==> src/rtl/aes_pkg.sv <==
// Shared AES constants: key-size encodings, round-constant seeds and polynomials,
// step counts and the Rcon generator state type.
package aes_pkg;

    localparam logic [1:0] MODE_128  = 2'b00;
    localparam logic [1:0] MODE_192  = 2'b01;
    localparam logic [1:0] MODE_256  = 2'b10;
    localparam logic [1:0] MODE_RSVD = 2'b11;

    localparam logic [7:0] RCON_FIRST    = 8'h01;
    localparam logic [7:0] RCON_POLY     = 8'h1b;
    localparam logic [7:0] RCON_INV_POLY = 8'h8d;

    localparam logic [3:0] STEPS_128 = 4'd10;
    localparam logic [3:0] STEPS_192 = 4'd8;
    localparam logic [3:0] STEPS_256 = 4'd7;

    localparam logic [7:0] RCON_LAST_128 = 8'h36;
    localparam logic [7:0] RCON_LAST_192 = 8'h80;
    localparam logic [7:0] RCON_LAST_256 = 8'h40;

    typedef enum logic [0:0] {
        ST_IDLE = 1'b0,
        ST_RUN  = 1'b1
    } rcon_state_e;

    // Number of key-expansion steps for a key size; reserved maps to AES-128.
    function automatic logic [3:0] step_count(input logic [1:0] mode);
        case (mode)
            MODE_128: step_count = STEPS_128;
            MODE_192: step_count = STEPS_192;
            MODE_256: step_count = STEPS_256;
            default:  step_count = STEPS_128;
        endcase
    endfunction

    // Final Rcon byte of a key size, used as the seed of a reverse sequence.
    function automatic logic [7:0] rcon_last(input logic [1:0] mode);
        case (mode)
            MODE_128: rcon_last = RCON_LAST_128;
            MODE_192: rcon_last = RCON_LAST_192;
            MODE_256: rcon_last = RCON_LAST_256;
            default:  rcon_last = RCON_LAST_128;
        endcase
    endfunction

endpackage

==> src/rtl/gf_xtime.sv <==
// GF(2^8) multiply-by-x (xtime) and its inverse, reusable by MixColumns.
module gf_xtime
    import aes_pkg::*;
(
    input  logic       i_inv,
    input  logic [7:0] i_byte,
    output logic [7:0] o_byte
);

    logic [7:0] w_fwd;
    logic [7:0] w_inv;

    // Inverse reduction folds the low bit back in via x^-1 = 0x8d.
    always_comb begin
        w_fwd = {i_byte[6:0], 1'b0} ^ (i_byte[7] ? RCON_POLY : 8'h00);
        w_inv = {1'b0, i_byte[7:1]} ^ (i_byte[0] ? RCON_INV_POLY : 8'h00);
        if (i_inv) begin
            o_byte = w_inv;
        end else begin
            o_byte = w_fwd;
        end
    end

endmodule

==> src/rtl/rcon_seq_gen.sv <==
// Streams one AES Rcon word per key-expansion step over valid/ready, forward or
// reverse, computing each value iteratively from the previous one.
module rcon_seq_gen
    import aes_pkg::*;
#(
    parameter int WORD_W     = 32,
    parameter int REVERSE_EN = 1
) (
    input  logic              clk,
    input  logic              rst_n,
    input  logic              start,
    input  logic [1:0]        mode,
    input  logic              reverse,
    input  logic              abort,
    input  logic              out_ready,
    output logic              out_valid,
    output logic [WORD_W-1:0] rcon_out,
    output logic [3:0]        step_idx,
    output logic              last,
    output logic              busy,
    output logic              done,
    output logic              err
);

    rcon_state_e r_state;
    logic [1:0]  r_mode;
    logic        r_rev;
    logic [7:0]  r_rc;
    logic [3:0]  r_step;
    logic        r_valid;
    logic        r_last;
    logic        r_busy;
    logic        r_done;
    logic        r_err;

    rcon_state_e w_state_nxt;
    logic [1:0]  w_mode_nxt;
    logic        w_rev_nxt;
    logic [7:0]  w_rc_nxt;
    logic [3:0]  w_step_nxt;
    logic        w_valid_nxt;
    logic        w_last_nxt;
    logic        w_busy_nxt;
    logic        w_done_nxt;
    logic        w_err_nxt;

    logic        w_rev_in;
    logic        w_hs;
    logic [7:0]  w_rc_adv;
    logic [3:0]  w_start_steps;
    logic [3:0]  w_last_idx;
    logic [3:0]  w_step_inc;
    logic [3:0]  w_step_dec;

    assign w_rev_in      = (REVERSE_EN != 0) ? reverse : 1'b0;
    assign w_hs          = r_valid & out_ready;
    assign w_start_steps = step_count(mode);
    assign w_last_idx    = step_count(r_mode) - 4'd1;
    assign w_step_inc    = r_step + 4'd1;
    assign w_step_dec    = r_step - 4'd1;

    gf_xtime u_xtime (
        .i_inv  (r_rev),
        .i_byte (r_rc),
        .o_byte (w_rc_adv)
    );

    // Next-state logic: IDLE accepts start, RUN advances on each handshake.
    always_comb begin
        w_state_nxt = r_state;
        w_mode_nxt  = r_mode;
        w_rev_nxt   = r_rev;
        w_rc_nxt    = r_rc;
        w_step_nxt  = r_step;
        w_valid_nxt = r_valid;
        w_last_nxt  = r_last;
        w_busy_nxt  = r_busy;
        w_done_nxt  = 1'b0;
        w_err_nxt   = 1'b0;
        case (r_state)
            ST_IDLE: begin
                if (start && !abort) begin
                    if (mode == MODE_RSVD) begin
                        w_err_nxt = 1'b1;
                    end else begin
                        w_state_nxt = ST_RUN;
                        w_mode_nxt  = mode;
                        w_rev_nxt   = w_rev_in;
                        w_valid_nxt = 1'b1;
                        w_busy_nxt  = 1'b1;
                        w_last_nxt  = 1'b0;
                        if (w_rev_in) begin
                            w_rc_nxt   = rcon_last(mode);
                            w_step_nxt = w_start_steps - 4'd1;
                        end else begin
                            w_rc_nxt   = RCON_FIRST;
                            w_step_nxt = 4'd0;
                        end
                    end
                end else begin
                    w_state_nxt = ST_IDLE;
                end
            end
            ST_RUN: begin
                if (abort) begin
                    w_state_nxt = ST_IDLE;
                    w_valid_nxt = 1'b0;
                    w_busy_nxt  = 1'b0;
                    w_last_nxt  = 1'b0;
                end else if (w_hs) begin
                    if (r_last) begin
                        w_state_nxt = ST_IDLE;
                        w_valid_nxt = 1'b0;
                        w_busy_nxt  = 1'b0;
                        w_last_nxt  = 1'b0;
                        w_done_nxt  = 1'b1;
                    end else begin
                        w_rc_nxt = w_rc_adv;
                        if (r_rev) begin
                            w_step_nxt = w_step_dec;
                            w_last_nxt = (w_step_dec == 4'd0);
                        end else begin
                            w_step_nxt = w_step_inc;
                            w_last_nxt = (w_step_inc == w_last_idx);
                        end
                    end
                end else begin
                    w_state_nxt = ST_RUN;
                end
            end
            default: begin
                w_state_nxt = ST_IDLE;
                w_valid_nxt = 1'b0;
                w_busy_nxt  = 1'b0;
                w_last_nxt  = 1'b0;
            end
        endcase
    end

    // State and output registers.
    always_ff @(posedge clk or negedge rst_n) begin
        if (!rst_n) begin
            r_state <= ST_IDLE;
            r_mode  <= 2'b00;
            r_rev   <= 1'b0;
            r_rc    <= 8'h00;
            r_step  <= 4'd0;
            r_valid <= 1'b0;
            r_last  <= 1'b0;
            r_busy  <= 1'b0;
            r_done  <= 1'b0;
            r_err   <= 1'b0;
        end else begin
            r_state <= w_state_nxt;
            r_mode  <= w_mode_nxt;
            r_rev   <= w_rev_nxt;
            r_rc    <= w_rc_nxt;
            r_step  <= w_step_nxt;
            r_valid <= w_valid_nxt;
            r_last  <= w_last_nxt;
            r_busy  <= w_busy_nxt;
            r_done  <= w_done_nxt;
            r_err   <= w_err_nxt;
        end
    end

    // The Rcon byte sits in the top byte of the word; the rest is zero.
    generate
        if (WORD_W == 8) begin : g_byte_word
            assign rcon_out = r_rc;
        end else begin : g_wide_word
            assign rcon_out = {r_rc, {(WORD_W-8){1'b0}}};
        end
    endgenerate

    assign out_valid = r_valid;
    assign step_idx  = r_step;
    assign last      = r_last;
    assign busy      = r_busy;
    assign done      = r_done;
    assign err       = r_err;

endmodule

==> config.mk <==
export PLATFORM = sky130hd
export DESIGN_NAME = rcon_seq_gen
export DESIGN_NICKNAME = d
export VERILOG_FILES = /design/src/rtl/aes_pkg.sv /design/src/rtl/gf_xtime.sv /design/src/rtl/rcon_seq_gen.sv
export SDC_FILE = /design/constraint.sdc
export NUM_CORES = 1
export LEC_CHECK = 0
export BUFFER_PORTS_ARGS = -buffer_cell sky130_fd_sc_hd__buf_2
export CAP_MARGIN = 20
export CORE_MARGIN = 2
export CORE_UTILIZATION = 40
export DETAILED_ROUTE_END_ITERATION = 16
export GPL_TIMING_DRIVEN = 0
export HOLD_SLACK_MARGIN = 0.06
export SKIP_CTS_REPAIR_TIMING = 1
export SKIP_LAST_GASP = 1
export SLEW_MARGIN = 20
export SYNTH_ARGS = -nofsm -noshare
export SYNTH_HDL_FRONTEND = slang
export SYNTH_SLANG_ARGS = --single-unit
==> constraint.sdc <==
create_clock -name clk -period 3.1 [get_ports clk]
set_input_delay 0.62 -clock clk [delete_from_list [all_inputs] [get_ports clk]]
set_output_delay 0.62 -clock clk [all_outputs]
set_load 0.005 [all_outputs]
==> flow_metrics.tcl, run 1 <==
set metrics [dict create \
    status "finished, final reports clean" \
    relSlewSlack_pct 37.4 \
    numPlacedInstances 271 \
    hpwl_um 2410 \
    die_h_um 66.9 \
    wire_per_inst_um 11.4 \
    crit_chain "buf_2 -> ha_1 -> nor4b_1 -> a211oi_1 -> or4b_1 -> o22ai_1" \
    r2r_start "r_state$_DFF_PN0_" \
    cp_slowest_cell "nor4b_1" \
    grt_pass1_vias 1143 \
    cts_tree "done" \
    nets 243 \
    critPathTopFamily "simple AND/OR/NAND/NOR gates" \
    drc_errors 0 \
    num_rows 22 \
    finalCriticalPeriod_ps 2060 \
    syn_inst 176 \
    arrival_ps 2200 \
    cp.buffers_inverters 1 \
    grt_pass1_wl_um 5300 \
    hold_path.class "primary input to async pin" \
    finalHoldViolCount 0 \
    postRouteAntennaNets 0 \
    antenna_found_initial 0 \
    gr-total-overflow 0 \
    reg2reg_slack_ps 1330 \
    first_pass_iters 4 \
    synth_area_um2 1580 \
    synth_top_cells_by_area "dfrtp_1 32%, buf_4 12%, ha_1 5.5%" \
    yosys.area.top_type "dfrtp_1" \
    worstMarginPinSlew_ps 926 \
    area_growth_pct 21.3 \
    die-area_um2 4480 \
    path_max_fanout 5 \
    postSynth.asyncResetShare_pct 100 \
    rsz0062_at_grt "false" \
    insertion_delay_ps 260 \
    vias_per_cell 4.64 \
    cts.sinks 20 \
    crit_path_end_kind "flip-flop" \
    peakVddDrop_v 0.000244 \
    yosysWarnings 0 \
    fin_tns_setup_ps 0 \
    finalSetupViolations 0 \
    synth-seq-cells 20 \
    cap_viol_max_count 0 \
    root_buffer "clkbuf_8" \
    max_freq_mhz 486 \
    synth-edff-count 0 \
    stdcell_count 275 \
    yosysUniqueCellTypes 44 \
    vias 1276 \
    drive_gt1_share_pct 32.6 \
    crit_path_start_kind "primary input" \
    multi_input_area_um2 898 \
    antenna_cells 0 \
    cts_made_buffers 3 \
    seq_area_frac_synth_pct 31.6 \
    fin_crit_sh_pct 66.4 \
    io_buffers 24 \
    rr_worst_depth 4 \
    fillers 371 \
    initial_utilization_pct 42.3 \
    leakage_nw 0.942 \
    clk_pin_slew_ps 80 \
    syn_avg_cell_area_um2 9.00 \
    grt_max_degree 21 \
    yosysTopAreaCellShare_pct 31.6 \
    finalWeightedCongestion 0.768 \
    final-seq-area_um2 500 \
    startpoint "mode[0]" \
    critPathMaxStageDelay_ps 810 \
    critical_path.endpoint "last$_DFFE_PN0P_" \
    htree_levels 1 \
    grt_use_total_pct 15.5 \
    core_um2 3740 \
    cp.required_ps 3240 \
    clk_path_buf_depth 2 \
    synth_ff_type "dfrtp_1" \
    cp.depth 6 \
    io_pins 49 \
    slew_violations 0 \
    power_density_nw_per_um2 635 \
    critPathKind "primary input to flip-flop" \
    die_w_um 66.9 \
    clock_skew_ps 6.13 \
    drtIter0Drc 61 \
    rr_endpoint "last$_DFFE_PN0P_" \
    wl_um 3140 \
]
power by group:
group / total, W / switching, W / internal [W]
combinational: 0.000556 / 0.000278 / 0.000278
clock: 0.000265 / 0.0000924 / 0.000172
sequential: 0.000400 / 0.0000713 / 0.000328
total: 0.00122 / 0.000442 / 0.000778
cells in the mapped netlist (3+ instances only):
master,n
xnor2_1,8
nand3_1,3
dfrtp_1,20
nand2_1,18
buf_2,6
mux2_2,4
nand3b_1,3
inv_1,5
a221oi_1,3
buf_4,26
a21oi_1,4
a21oi_2,3
o211ai_1,3
o21ai_0,9
nor2_1,17
ha_1,7
worst reg2reg max path, delay by kind of cell (launching register included):
| kind | cells | cell delay (ps) |
|---|---|---|
| AND/OR/NAND/NOR | 2 | 1040 |
| flip-flops | 1 | 410 |
| AO/OA/AOI/OAI | 2 | 210 |
registers in the layout, summed over array words and instances (netlist names):
| name | cells |
|---|---|
| busy | 1 |
| done | 1 |
| err | 1 |
| last | 1 |
| r_mode | 2 |
| r_rc | 8 |
| r_rev | 1 |
| r_state | 1 |
| step_idx | 4 |
how the worst min path moves through the flow:
stage,start,end,slack (ps),depth (start not counted)
after floorplan,rst_n,busy$_DFFE_PN0P_,320,0
after global placement,r_mode[1]$_DFFE_PN0P_,r_mode[1]$_DFFE_PN0P_,480,2
after detailed placement,r_mode[1]$_DFFE_PN0P_,r_mode[1]$_DFFE_PN0P_,480,2
after CTS,rst_n,r_rc[7]$_DFFE_PN0P_,320,1
after global routing,rst_n,r_rc[7]$_DFFE_PN0P_,330,1
final,rst_n,r_rc[7]$_DFFE_PN0P_,300,1
metrics by stage:
step	area [um2]	worst slack, ps	utilization [%]	hold WS, ps	total power [W]
6_report	1920	1040	51.3	298	0.00122
5_1_grt	1920	947	51.3	330	0.00132
4_1_cts	1920	1050	51.3	319	0.00123
3_5_place_dp	1850	775	49.4	483	0.000961
3_3_place_gp	1850	771	49.4	484	0.000960
2_1_floorplan	1670	1060	-	324	0.000813
logic make-up after synthesis:
group / share of synthesized area, %
compound gates: 17.4
buf+inv: 17.1
fa+ha+maj: 5.53
xor+xnor: 5.53
simple gates: 18.5
flops: 31.6
mux: 4.11
other cells: 0.237
metal layers:
metal  vias up  track usage [%]  share of wire, %
met5         -                0                 0
met4         0             4.59               1.1
met3         5             1.52               4.9
met2        41             26.0                46
met1       572             20.9                48
li1        658                -                 -
cell usage in the layout, fill, tap and decap left out, types with 2 or more instances in the layout:
cell / n
o211ai_1: 3
nand2_1: 18
a21oi_1: 4
mux2_2: 4
or4b_1: 2
nor2_1: 17
nor4b_1: 2
mux2i_1: 2
clkbuf_8: 3
conb_1: 24
ha_1: 7
a21oi_2: 3
nor3b_1: 2
nand2b_1: 2
o21ai_0: 9
nand3_1: 3
clkbuf_1: 2
buf_2: 30
xor2_1: 2
dfrtp_1: 20
a221oi_1: 3
xnor2_1: 8
buf_4: 26
inv_1: 5
nor2b_1: 2
nand3b_1: 3
o22ai_1: 2
area by class of cell:
type                    count  area share [%]
flip-flops and latches     20            26.0
inverters                   5           0.977
repair buffers             24            6.25
clock inverters             1            1.56
multi-input cells         138            46.7
plain buffers              36            13.2
well taps                  48            3.13
clock buffers               3            2.15
Note: power is estimated with default switching activity, not from simulation.
==> inputs of run 2 (changes only) <==
- ABC_AREA: default -> 1
- PLACE_DENSITY: default -> 0.66
- clock period: 3.1 -> 2.1 ns (I/O delays scaled with it)
==> run 2 against run 1 <==
Effect of this change: sequential cell count unchanged; routed wire length down 2.4%; design area down 6.1%; critical path depth up 4; sequential power up 49%; setup slack worse by 610 ps; count of clock-buffer cells in the layout unchanged; critical path type is now flip-flop to flip-flop; first-iteration DRC count down 18%; global-route usage up 0.43 points; critical endpoint unchanged; total power up 27%; worst hold slack worse by 190 ps.
==> flow_metrics.tcl, run 2 <==
set metrics [dict create \
    slew_violations 0 \
    vias 1279 \
    fin_ws_ps 429 \
    power_density_nw_per_um2 859 \
    rr_endpoint "last$_DFFE_PN0P_" \
    seq_area_frac_synth_pct 33.4 \
    reg2reg_slack_ps 430 \
    syn_inst 198 \
    synth-edff-count 0 \
    r2r_start "step_idx[0]$_DFFE_PN0P_" \
    area_growth_pct 20.6 \
    die_w_um 65.2 \
    wl_um 3070 \
    synth_area_um2 1500 \
    synth_ff_type "dfrtp_1" \
    io_buffers 24 \
    finalHoldViolCount 0 \
    nets 265 \
    top_register "r_rc" \
    htree_levels 1 \
    cts_made_buffers 3 \
    drtIter0Drc 50 \
    num_rows 22 \
    final_cell_mix "35 x nand2_1, 26 x buf_2, 25 x buf_4" \
    clk_pin_slew_ps 80 \
    final-seq-area_um2 500 \
    hpwl_um 2340 \
    synthTopCellsByCount "35 x nand2_1, 25 x buf_4, 22 x inv_1" \
    io_pins 49 \
    multi_input_area_um2 764 \
    finalCriticalPeriod_ps 1670 \
    vias_per_cell 4.32 \
    gr-total-overflow 0 \
    crit_path_start_kind "flip-flop" \
    final_common_cell "nand2_1" \
    synth_most_common_cell "nand2_1" \
    status "finished, final reports clean" \
    fillers 382 \
    yosysWarnings 0 \
    grt_use_total_pct 15.9 \
    largest_reg_flops 8 \
    synth_top_cells_by_area "dfrtp_1 33%, buf_4 13%, nand2_1 8.8%" \
    yosysUniqueCellTypes 32 \
    clock_skew_ps 8.95 \
    postSynth.asyncResetShare_pct 100 \
    antenna_found_initial 0 \
    peakVddDrop_v 0.000284 \
    die-area_um2 4250 \
    clk_path_buf_depth 2 \
    die_h_um 65.2 \
    drive_gt1_share_pct 27.4 \
    postRouteAntennaNets 0 \
    insertion_delay_ps 260 \
    first_pass_iters 4 \
    syn_avg_cell_area_um2 7.56 \
    cap_viol_max_count 0 \
    rsz0062_at_grt "false" \
    drc_errors 0 \
    wl_met1_um 1480 \
    grt_pass1_wl_um 5150 \
    crit_path_end_kind "flip-flop" \
    cp.required_ps 2290 \
    leakage_nw 0.993 \
    root_buffer "clkbuf_8" \
    wl_met2_um 1390 \
    finalSetupViolations 0 \
    arrival_ps 1860 \
    hold_path.class "primary input to async pin" \
    grt_max_degree 21 \
    top_layer_used "met4" \
    grt_pass1_vias 1197 \
    p_total_w 0.00155 \
    finalWeightedCongestion 0.808 \
    cts.sinks 20 \
    rr_worst_depth 10 \
    cts_tree "done" \
    core_um2 3630 \
    path_max_fanout 9 \
    yosys.area.top_type "dfrtp_1" \
    wl_met3_um 178 \
    initial_utilization_pct 41.2 \
    fin_tns_setup_ps 0 \
    wire_per_inst_um 10.4 \
    max_freq_mhz 599 \
    fin_crit_sh_pct 79.6 \
    place_ws_ps 421 \
    critPathKind "flip-flop to flip-flop" \
    antenna_cells 0 \
    yosysTopAreaCellShare_pct 33.4 \
    synth-seq-cells 20 \
]
run 2: metal layers:
metal,GRT usage [%],vias up
met1,21.0,551
met5,0,-
li1,-,687
met3,3.60,2
met2,24.2,39
met4,8.33,0
run 2: worst max-delay path by stage:
stage                                  startpoint               end  depth (start not counted)
after global placement    step_idx[0]$_DFFE_PN0P_  last$_DFFE_PN0P_                          9
after floorplan           step_idx[0]$_DFFE_PN0P_  last$_DFFE_PN0P_                          9
after CTS                 step_idx[0]$_DFFE_PN0P_  last$_DFFE_PN0P_                         10
after detailed placement  step_idx[0]$_DFFE_PN0P_  last$_DFFE_PN0P_                         10
after global routing      step_idx[0]$_DFFE_PN0P_  last$_DFFE_PN0P_                         10
final                     step_idx[0]$_DFFE_PN0P_  last$_DFFE_PN0P_                         10
run 2: logic make-up after synthesis:
kind of cell	count (synthesis)	share of synthesized area, %
other cells	1	0.251
flops	20	33.4
fa+ha+maj	7	5.85
buf+inv	57	21.2
xor+xnor	5	2.93
compound gates	40	15.5
simple gates	68	20.8
run 2: report_power, final:
part,internal [W],switching [W]
Clock,0.000128,0.000130
Combinational,0.000304,0.000392
Sequential,0.000481,0.000115
Total,0.000913,0.000637
run 2: per-stage QoR:
step	instances	hold WS, ps	utilization [%]	area, um2
floorplan	221	124	-	1580
global placement	293	401	48.5	1760
detailed placement	293	402	48.5	1760
CTS	296	111	49.7	1800
global route	296	125	49.7	1800
finish	296	107	49.7	1800
run 2: final cells by class:
cell class | count | area share [%]
flip-flops and latches | 20 | 27.7
repair buffers | 24 | 6.66
plain buffers | 31 | 12.2
inverters | 26 | 5.41
multi-input cells | 144 | 42.4
well taps | 48 | 3.33
clock buffers | 3 | 2.29
run 2: critical path, stage by stage, from the launching register on:
cell and delay [ps]:
dfrtp_1 570, inv_2 110, ha_1 350, inv_1 60
nor2_1 90, nand2_1 60, nand2_1 60, nand3_1 70
nand2_1 60, nand2_1 60, a21oi_1 120
